[config.mk]
export PLATFORM = sky130hd
export DESIGN_NAME = bin2bcd_seq
export DESIGN_NICKNAME = d
export VERILOG_FILES = /design/src/rtl/display_pkg.sv /design/src/rtl/bcd_add3.sv /design/src/rtl/bin2bcd_seq.sv
export SDC_FILE = /design/constraint.sdc
export NUM_CORES = 1
export LEC_CHECK = 0
export CAP_MARGIN = 20
export CORE_MARGIN = 2
export CORE_UTILIZATION = 30
export CTS_BUF_LIST = sky130_fd_sc_hd__clkbuf_8
export DETAILED_ROUTE_END_ITERATION = 8
export PLACE_DENSITY = 0.53
export SLEW_MARGIN = 20
export SYNTH_ARGS = -nofsm -noshare
export SYNTH_HDL_FRONTEND = slang
export SYNTH_SLANG_ARGS = --single-unit
[constraint.sdc]
create_clock -name clk -period 5.7 [get_ports clk]
set_input_delay 1.14 -clock clk [delete_from_list [all_inputs] [get_ports clk]]
set_output_delay 1.14 -clock clk [all_outputs]
set_load 0.02 [all_outputs]
[src/rtl/display_pkg.sv]
// ---------------------------------------------------------------------------
// display_pkg
// Shared definitions for the 7-segment display path: digit width, the blank
// code the scanner decodes as "segments off", the number of display
// positions, and the state type of the binary-to-BCD converter.
// No ports (package).
// ---------------------------------------------------------------------------
package display_pkg;

   localparam int          DIGIT_W     = 4;
   localparam logic [3:0]  DIGIT_BLANK = 4'hF;
   localparam int          NUM_DIGITS  = 4;

   typedef enum logic [1:0] {
      IDLE  = 2'd0,
      SHIFT = 2'd1,
      DONE  = 2'd2
   } state_t;

endpackage

[src/rtl/bcd_add3.sv]
// ---------------------------------------------------------------------------
// bcd_add3
// Double-dabble nibble adjust: adds 3 to a BCD nibble that is 5 or more so
// the following left shift carries correctly into the next decimal digit.
// Ports:
//   nib_i  in   DIGIT_W  nibble before adjust
//   nib_o  out  DIGIT_W  nibble after adjust
// ---------------------------------------------------------------------------
module bcd_add3
   import display_pkg::*;
(
   input  logic [DIGIT_W-1:0] nib_i,
   output logic [DIGIT_W-1:0] nib_o
);

   // Legal BCD nibbles top out at 9 -> 12, so the 4-bit sum never wraps.
   assign nib_o = (nib_i >= 4'd5) ? nib_i + 4'd3 : nib_i;

endmodule

[src/rtl/bin2bcd_seq.sv]
// ---------------------------------------------------------------------------
// bin2bcd_seq
// Iterative double-dabble binary-to-BCD converter feeding the 4-digit
// multiplexed 7-segment scanner. One input bit is processed per clock; the
// displayed digits are only updated once the conversion is complete, so the
// scanner never sees intermediate shift values.
//
// Handshake: a value is accepted on a rising clk edge where in_valid and
// in_ready are both high; in_bin is sampled only at that edge. in_valid
// while in_ready is low is ignored (no queuing). out_valid is a single-cycle
// pulse marking the cycle in which bcd/ovf take their new values.
//
// Ports:
//   clk        in   1          system clock
//   rst_n      in   1          asynchronous active-low reset
//   in_valid   in   1          in_bin is valid this cycle
//   in_ready   out  1          converter idle, can accept a value
//   in_bin     in   BIN_W      unsigned binary value
//   out_valid  out  1          bcd/ovf updated this cycle
//   ovf        out  1          last accepted value exceeded 10^DIGITS-1
//   bcd        out  4*DIGITS   digits, [3:0]=ones upward; 4'hF = blank
//   dbg_state  out  2          current FSM state (state_t encoding)
// ---------------------------------------------------------------------------
module bin2bcd_seq
   import display_pkg::*;
#(
   parameter int BIN_W    = 14,
   parameter int DIGITS   = NUM_DIGITS,
   parameter int BLANK_LZ = 1
) (
   input  logic                       clk,
   input  logic                       rst_n,
   input  logic                       in_valid,
   output logic                       in_ready,
   input  logic [BIN_W-1:0]           in_bin,
   output logic                       out_valid,
   output logic                       ovf,
   output logic [DIGIT_W*DIGITS-1:0]  bcd,
   output logic [1:0]                 dbg_state
);

   localparam int BCD_W = DIGIT_W * DIGITS;
   localparam int SR_W  = BIN_W + BCD_W;
   localparam int CNT_W = (BIN_W > 1) ? $clog2(BIN_W) : 1;

   function automatic int pow10(input int n);
      int r;
      r = 1;
      for (int i = 0; i < n; i++) r = r * 10;
      return r;
   endfunction

   localparam int MAX_VAL = pow10(DIGITS) - 1;

   // Displayed value for zero: ones digit 0, higher digits blank or 0.
   function automatic logic [BCD_W-1:0] bcd_rst_val();
      logic [BCD_W-1:0] v;
      v = '0;
      if (BLANK_LZ != 0)
         for (int i = 1; i < DIGITS; i++) v[i*DIGIT_W +: DIGIT_W] = DIGIT_BLANK;
      return v;
   endfunction

   localparam logic [BCD_W-1:0] BCD_RST = bcd_rst_val();

   state_t            state_q, state_d;
   logic [SR_W-1:0]   sr_q, sr_d, sr_adj, sr_shift;
   logic [CNT_W-1:0]  cnt_q, cnt_d;
   logic              ovf_pend_q, ovf_pend_d;
   logic              ovf_q, ovf_d;
   logic [BCD_W-1:0]  bcd_q, bcd_d, bcd_raw, bcd_fmt;
   logic              last_iter;
   logic              lead;

   // One iteration: adjust every BCD nibble in parallel, then shift left.
   assign sr_adj[BIN_W-1:0] = sr_q[BIN_W-1:0];
   for (genvar g = 0; g < DIGITS; g++) begin : g_add3
      bcd_add3 u_add3 (
         .nib_i (sr_q  [BIN_W + g*DIGIT_W +: DIGIT_W]),
         .nib_o (sr_adj[BIN_W + g*DIGIT_W +: DIGIT_W])
      );
   end
   assign sr_shift  = {sr_adj[SR_W-2:0], 1'b0};
   assign bcd_raw   = sr_shift[SR_W-1 -: BCD_W];
   assign last_iter = (cnt_q == CNT_W'(BIN_W - 1));

   // Overflow substitution and leading-zero blanking, applied to the result
   // of the final iteration so bcd is registered already formatted.
   always_comb begin
      bcd_fmt = bcd_raw;
      lead    = 1'b1;
      if (ovf_pend_q) begin
         bcd_fmt = {DIGITS{DIGIT_BLANK}};
      end else if (BLANK_LZ != 0) begin
         for (int i = DIGITS - 1; i >= 1; i--) begin
            if (lead && (bcd_raw[i*DIGIT_W +: DIGIT_W] == '0))
               bcd_fmt[i*DIGIT_W +: DIGIT_W] = DIGIT_BLANK;
            else
               lead = 1'b0;
         end
      end
   end

   // FSM: state register
   always_ff @(posedge clk or negedge rst_n) begin
      if (!rst_n) state_q <= IDLE;
      else        state_q <= state_d;
   end

   // FSM: next state
   always_comb begin
      state_d = state_q;
      case (state_q)
         IDLE:    if (in_valid) state_d = SHIFT;
         SHIFT:   if (last_iter) state_d = DONE;
         DONE:    state_d = IDLE;
         default: state_d = IDLE;
      endcase
   end

   // FSM: outputs
   always_comb begin
      in_ready  = (state_q == IDLE);
      out_valid = (state_q == DONE);
      dbg_state = state_q;
   end

   // Datapath next state
   always_comb begin
      sr_d       = sr_q;
      cnt_d      = cnt_q;
      ovf_pend_d = ovf_pend_q;
      bcd_d      = bcd_q;
      ovf_d      = ovf_q;
      case (state_q)
         IDLE: begin
            if (in_valid) begin
               sr_d       = {{BCD_W{1'b0}}, in_bin};
               cnt_d      = '0;
               ovf_pend_d = ({{(32-BIN_W){1'b0}}, in_bin} > 32'(MAX_VAL));
            end
         end
         SHIFT: begin
            sr_d  = sr_shift;
            cnt_d = cnt_q + CNT_W'(1);
            if (last_iter) begin
               bcd_d = bcd_fmt;
               ovf_d = ovf_pend_q;
            end
         end
         default: ;
      endcase
   end

   always_ff @(posedge clk or negedge rst_n) begin
      if (!rst_n) begin
         sr_q       <= '0;
         cnt_q      <= '0;
         ovf_pend_q <= 1'b0;
         bcd_q      <= BCD_RST;
         ovf_q      <= 1'b0;
      end else begin
         sr_q       <= sr_d;
         cnt_q      <= cnt_d;
         ovf_pend_q <= ovf_pend_d;
         bcd_q      <= bcd_d;
         ovf_q      <= ovf_d;
      end
   end

   assign bcd = bcd_q;
   assign ovf = ovf_q;

endmodule
==> summary.txt <==
=====================================================================================
Result of the run ...................................................... complete, no violations
Largest net degree at the start of global routing ......................           55
Cell Int Power .........................................................      1.09 mW
Mean instance size in the synthesized netlist ..........................    9.56 um^2
Part of the total power dissipated in combinational logic ..............        0.511
Clock tree from TritonCTS ..............................................          yes
Clk pin slew, worst setup/hold paths ...................................      0.09 ns
Least-Margin Pin Slew ..................................................     0.694 ns
Top-Level Pins .........................................................           38
Nets in the synthesized netlist ........................................          307
Detailed placer's ending HPWL ..........................................      4070 um
Setup repair after global routing missed its margin ....................        false
Sequential fraction of the synthesis area ..............................        0.510
Ratio of routed vias to standard cells .................................         5.00
Share of power burned in the clock network .............................        0.108
Power density relative to cell area ....................................  592 nW/um^2
Number of design rule violations left after detail routing .............            0
Post-CTS Setup Inserts .................................................            0
Peak Freq ..............................................................    0.363 GHz
Drt first-iter violations ..............................................           88
Worst endpoint required time ...........................................      4.56 ns
Worst slew margin ......................................................        0.537
First-pass GRT wire length .............................................     10900 um
Worst reg2reg path depth ...............................................            8
Max cap viols ..........................................................            0
Row count ..............................................................           34
Initial core utilization ...............................................        0.309
Antenna Cells ..........................................................            0
Cell count after synthesis .............................................          280
Cell area after technology mapping .....................................    2680 um^2
Num CTS Buffers ........................................................            5
Aggregate negative setup slack .........................................         0 ns
Non-Filler Instances ...................................................          423
Number of antenna violations at the first check in global routing ......            0
CTS sink count .........................................................           54
Final estimated routing congestion in global placement .................        0.800
Count of yosys warnings during synthesis ...............................            0
Tightest hold margin ...................................................     0.495 ns
Nets ...................................................................          341
Clk Tree Root Cell ..................................................... sky130_fd_sc_hd__clkbuf_8
IR Drop Worst-Case VDD .................................................       233 uV
CTS max path bufs ......................................................            2
FFs w/ async S/R, synth ................................................         1.00
Worst setup slack after placement ......................................      2.89 ns
Net switching power ....................................................       827 uW
Final setup margin .....................................................      2.95 ns
Area added between synthesis and finish ................................        20.7%
Net switching fraction of the power ....................................        0.432
Most frequent standard cell in the layout excluding fill and tap cells . sky130_fd_sc_hd__nor2_1
FILL cells .............................................................          899
Share of final-layout standard cells stronger than drive strength 1 ....        0.105
Share of the clock period used by the worst path after layout ..........        0.483
Critical path peak fanout ..............................................            5
Hold WC Path Type ......................................................   reg -> reg
Total GRT Usage ........................................................        0.136
Vias ...................................................................         2115
Element type at the critical path start ................................     register
Number of failing setup endpoints in the final timing report ...........            0
Hold Crit Depth ........................................................            1
Most used cells in the layout excluding fill and tap cells ............. sky130_fd_sc_hd__nor2_1 (43), sky130_fd_sc_hd__dfrtp_1 (42), sky130_fd_sc_hd__clkdlybuf4s50_1 (36)
Final Routed Wirelength ................................................      5960 um
IO Port Bufs ...........................................................           37
Final hold violation count .............................................            0
Leakage ................................................................      1.34 nW
Sequential group share of total power ..................................        0.381
Endpoint kind of the worst setup timing path ........................... primary output
Count of state elements after synthesis ................................           54
Clock latency on the worst-skew pair ...................................      0.31 ns
Die Width ..............................................................      98.5 um
Post-DR wirelength/cell ................................................      14.1 um
Total count of max-transition violations in the final report ...........            0
Dominant synthesized flop cell ......................................... sky130_fd_sc_hd__dfrtp_1
Post_cts resized .......................................................            0
Core area ..............................................................    8680 um^2
CP Data Arrival Time ...................................................      1.61 ns
Aggregate global routing overflow ......................................            0
Worst setup skew after layout ..........................................   0.00763 ns
Iteration count of the initial detailed-routing pass ...................            6
Number of buffers inserted by hold repair at cts .......................            0
EDFF count, synth ......................................................            0
Die Footprint ..........................................................    9700 um^2
H-tree depth ...........................................................            2
Crit Path Category .....................................................   reg -> out
Antenna Violating Nets Remaining .......................................            0
Number of global-route vias before repair ..............................         2268
Post-placement cell count ..............................................          415
Post-synthesis cell type count .........................................           42
Final critical path time including I/O delays and setup ................      2.75 ns
Vertical extent of the die .............................................      98.5 um
=====================================================================================
sequential cells by signal, summed over array words and instances (netlist names):
register,cells
ovf_pend_q,1
cnt_q,4
ovf,1
sr_q,30
bcd,16
dbg_state,2
final cells by class:
| cell class | instances | area, um^2 | share of cell area |
|---|---|---|---|
| sequential | 54 | 1370 | 0.423 |
| multi-input combinational | 201 | 1210 | 0.376 |
| timing repair buffer | 41 | 395 | 0.122 |
| tap | 108 | 135 | 0.0418 |
| clock buffer | 5 | 68.8 | 0.0213 |
| inverter | 11 | 41.3 | 0.0128 |
| clock inverter | 3 | 11.3 | 0.00348 |
final timing paths:
check / startpoint / end / slack [ns]
setup / recovery: dbg_state[1] / in_ready / 2.95
hold / removal: cnt_q[3] / cnt_q[3] / 0.50
setup reg to reg: sr_q[22] / bcd[4] / 3.61
hold reg to reg: cnt_q[3] / cnt_q[3] / 0.50
max in group asynchronous: rst_n / sr_q[26] / 4.29
min in group asynchronous: rst_n / sr_q[4] / 0.95
power by group through the flow:
| stage | registers [mW] | logic, mW | clock network, mW |
|---|---|---|---|
| 2_1_floorplan | 0.767 | 0.653 | 0 |
| 3_3_place_gp | 0.734 | 0.966 | 0 |
| 3_5_place_dp | 0.737 | 0.986 | 0 |
| 4_1_cts | 0.731 | 0.991 | 0.215 |
| 5_1_grt | 0.761 | 1.12 | 0.229 |
| 6_report | 0.728 | 0.978 | 0.206 |
per-stage QoR:
step / utilization / cell area, um^2 / total power, mW
detailed placement: 0.363 / 3150 / 1.72
CTS: 0.372 / 3230 / 1.94
global route: 0.372 / 3230 / 2.11
floorplan: - / 2680 / 1.42
finish: 0.372 / 3230 / 1.91
global placement: 0.363 / 3150 / 1.70
per-layer routing:
metal | vias up | global-route usage | part of all wire
met5 | - | 0 | 0
met1 | 1022 | 0.184 | 0.49
li1 | 1052 | - | -
met2 | 34 | 0.220 | 0.46
met4 | 0 | 0.0443 | 0.018
met3 | 7 | 0.0298 | 0.033
synth_stat cells, types with 2 or more instances:
master	n	area [um^2]
sky130_fd_sc_hd__nor2_1	43	161
sky130_fd_sc_hd__dfrtp_1	42	1050
sky130_fd_sc_hd__nand2_1	22	82.6
sky130_fd_sc_hd__nand3_1	20	100
sky130_fd_sc_hd__o21ai_0	20	100
sky130_fd_sc_hd__o22ai_1	15	93.8
sky130_fd_sc_hd__a21oi_1	13	65.1
sky130_fd_sc_hd__dfstp_2	12	315
sky130_fd_sc_hd__inv_1	11	41.3
sky130_fd_sc_hd__ha_1	10	125
sky130_fd_sc_hd__a31oi_1	9	56.3
sky130_fd_sc_hd__clkbuf_1	7	26.3
sky130_fd_sc_hd__nand2b_1	6	37.5
sky130_fd_sc_hd__nor3b_1	5	37.5
sky130_fd_sc_hd__buf_1	4	15.0
sky130_fd_sc_hd__xnor2_1	4	35.0
sky130_fd_sc_hd__buf_2	3	15.0
sky130_fd_sc_hd__mux2_2	3	33.8
sky130_fd_sc_hd__mux2i_1	3	30.0
sky130_fd_sc_hd__o31ai_1	3	22.5
sky130_fd_sc_hd__and2_1	2	12.5
sky130_fd_sc_hd__nor2b_1	2	12.5
sky130_fd_sc_hd__o21ai_1	2	10.0
critical path, cell delays in order, from the launching register on:
cell and delay, ns:
sky130_fd_sc_hd__dfrtp_1 0.42, sky130_fd_sc_hd__nor2_1 0.23, sky130_fd_sc_hd__clkdlybuf4s50_1 0.66
cell families (layout without fill, tap and decap cells):
group,Yosys count,in the layout,synth area share
AOI/OAI and AO/OA,71,71,0.162
DFF,54,54,0.510
and+or+nand+nor,109,109,0.204
xor gates and xnor gates,5,5,0.0164
muxes,6,6,0.0238
buffers and inverters,25,60,0.0364
adders and majority gates,10,10,0.0467
Power figures use the tool's default switching activity.
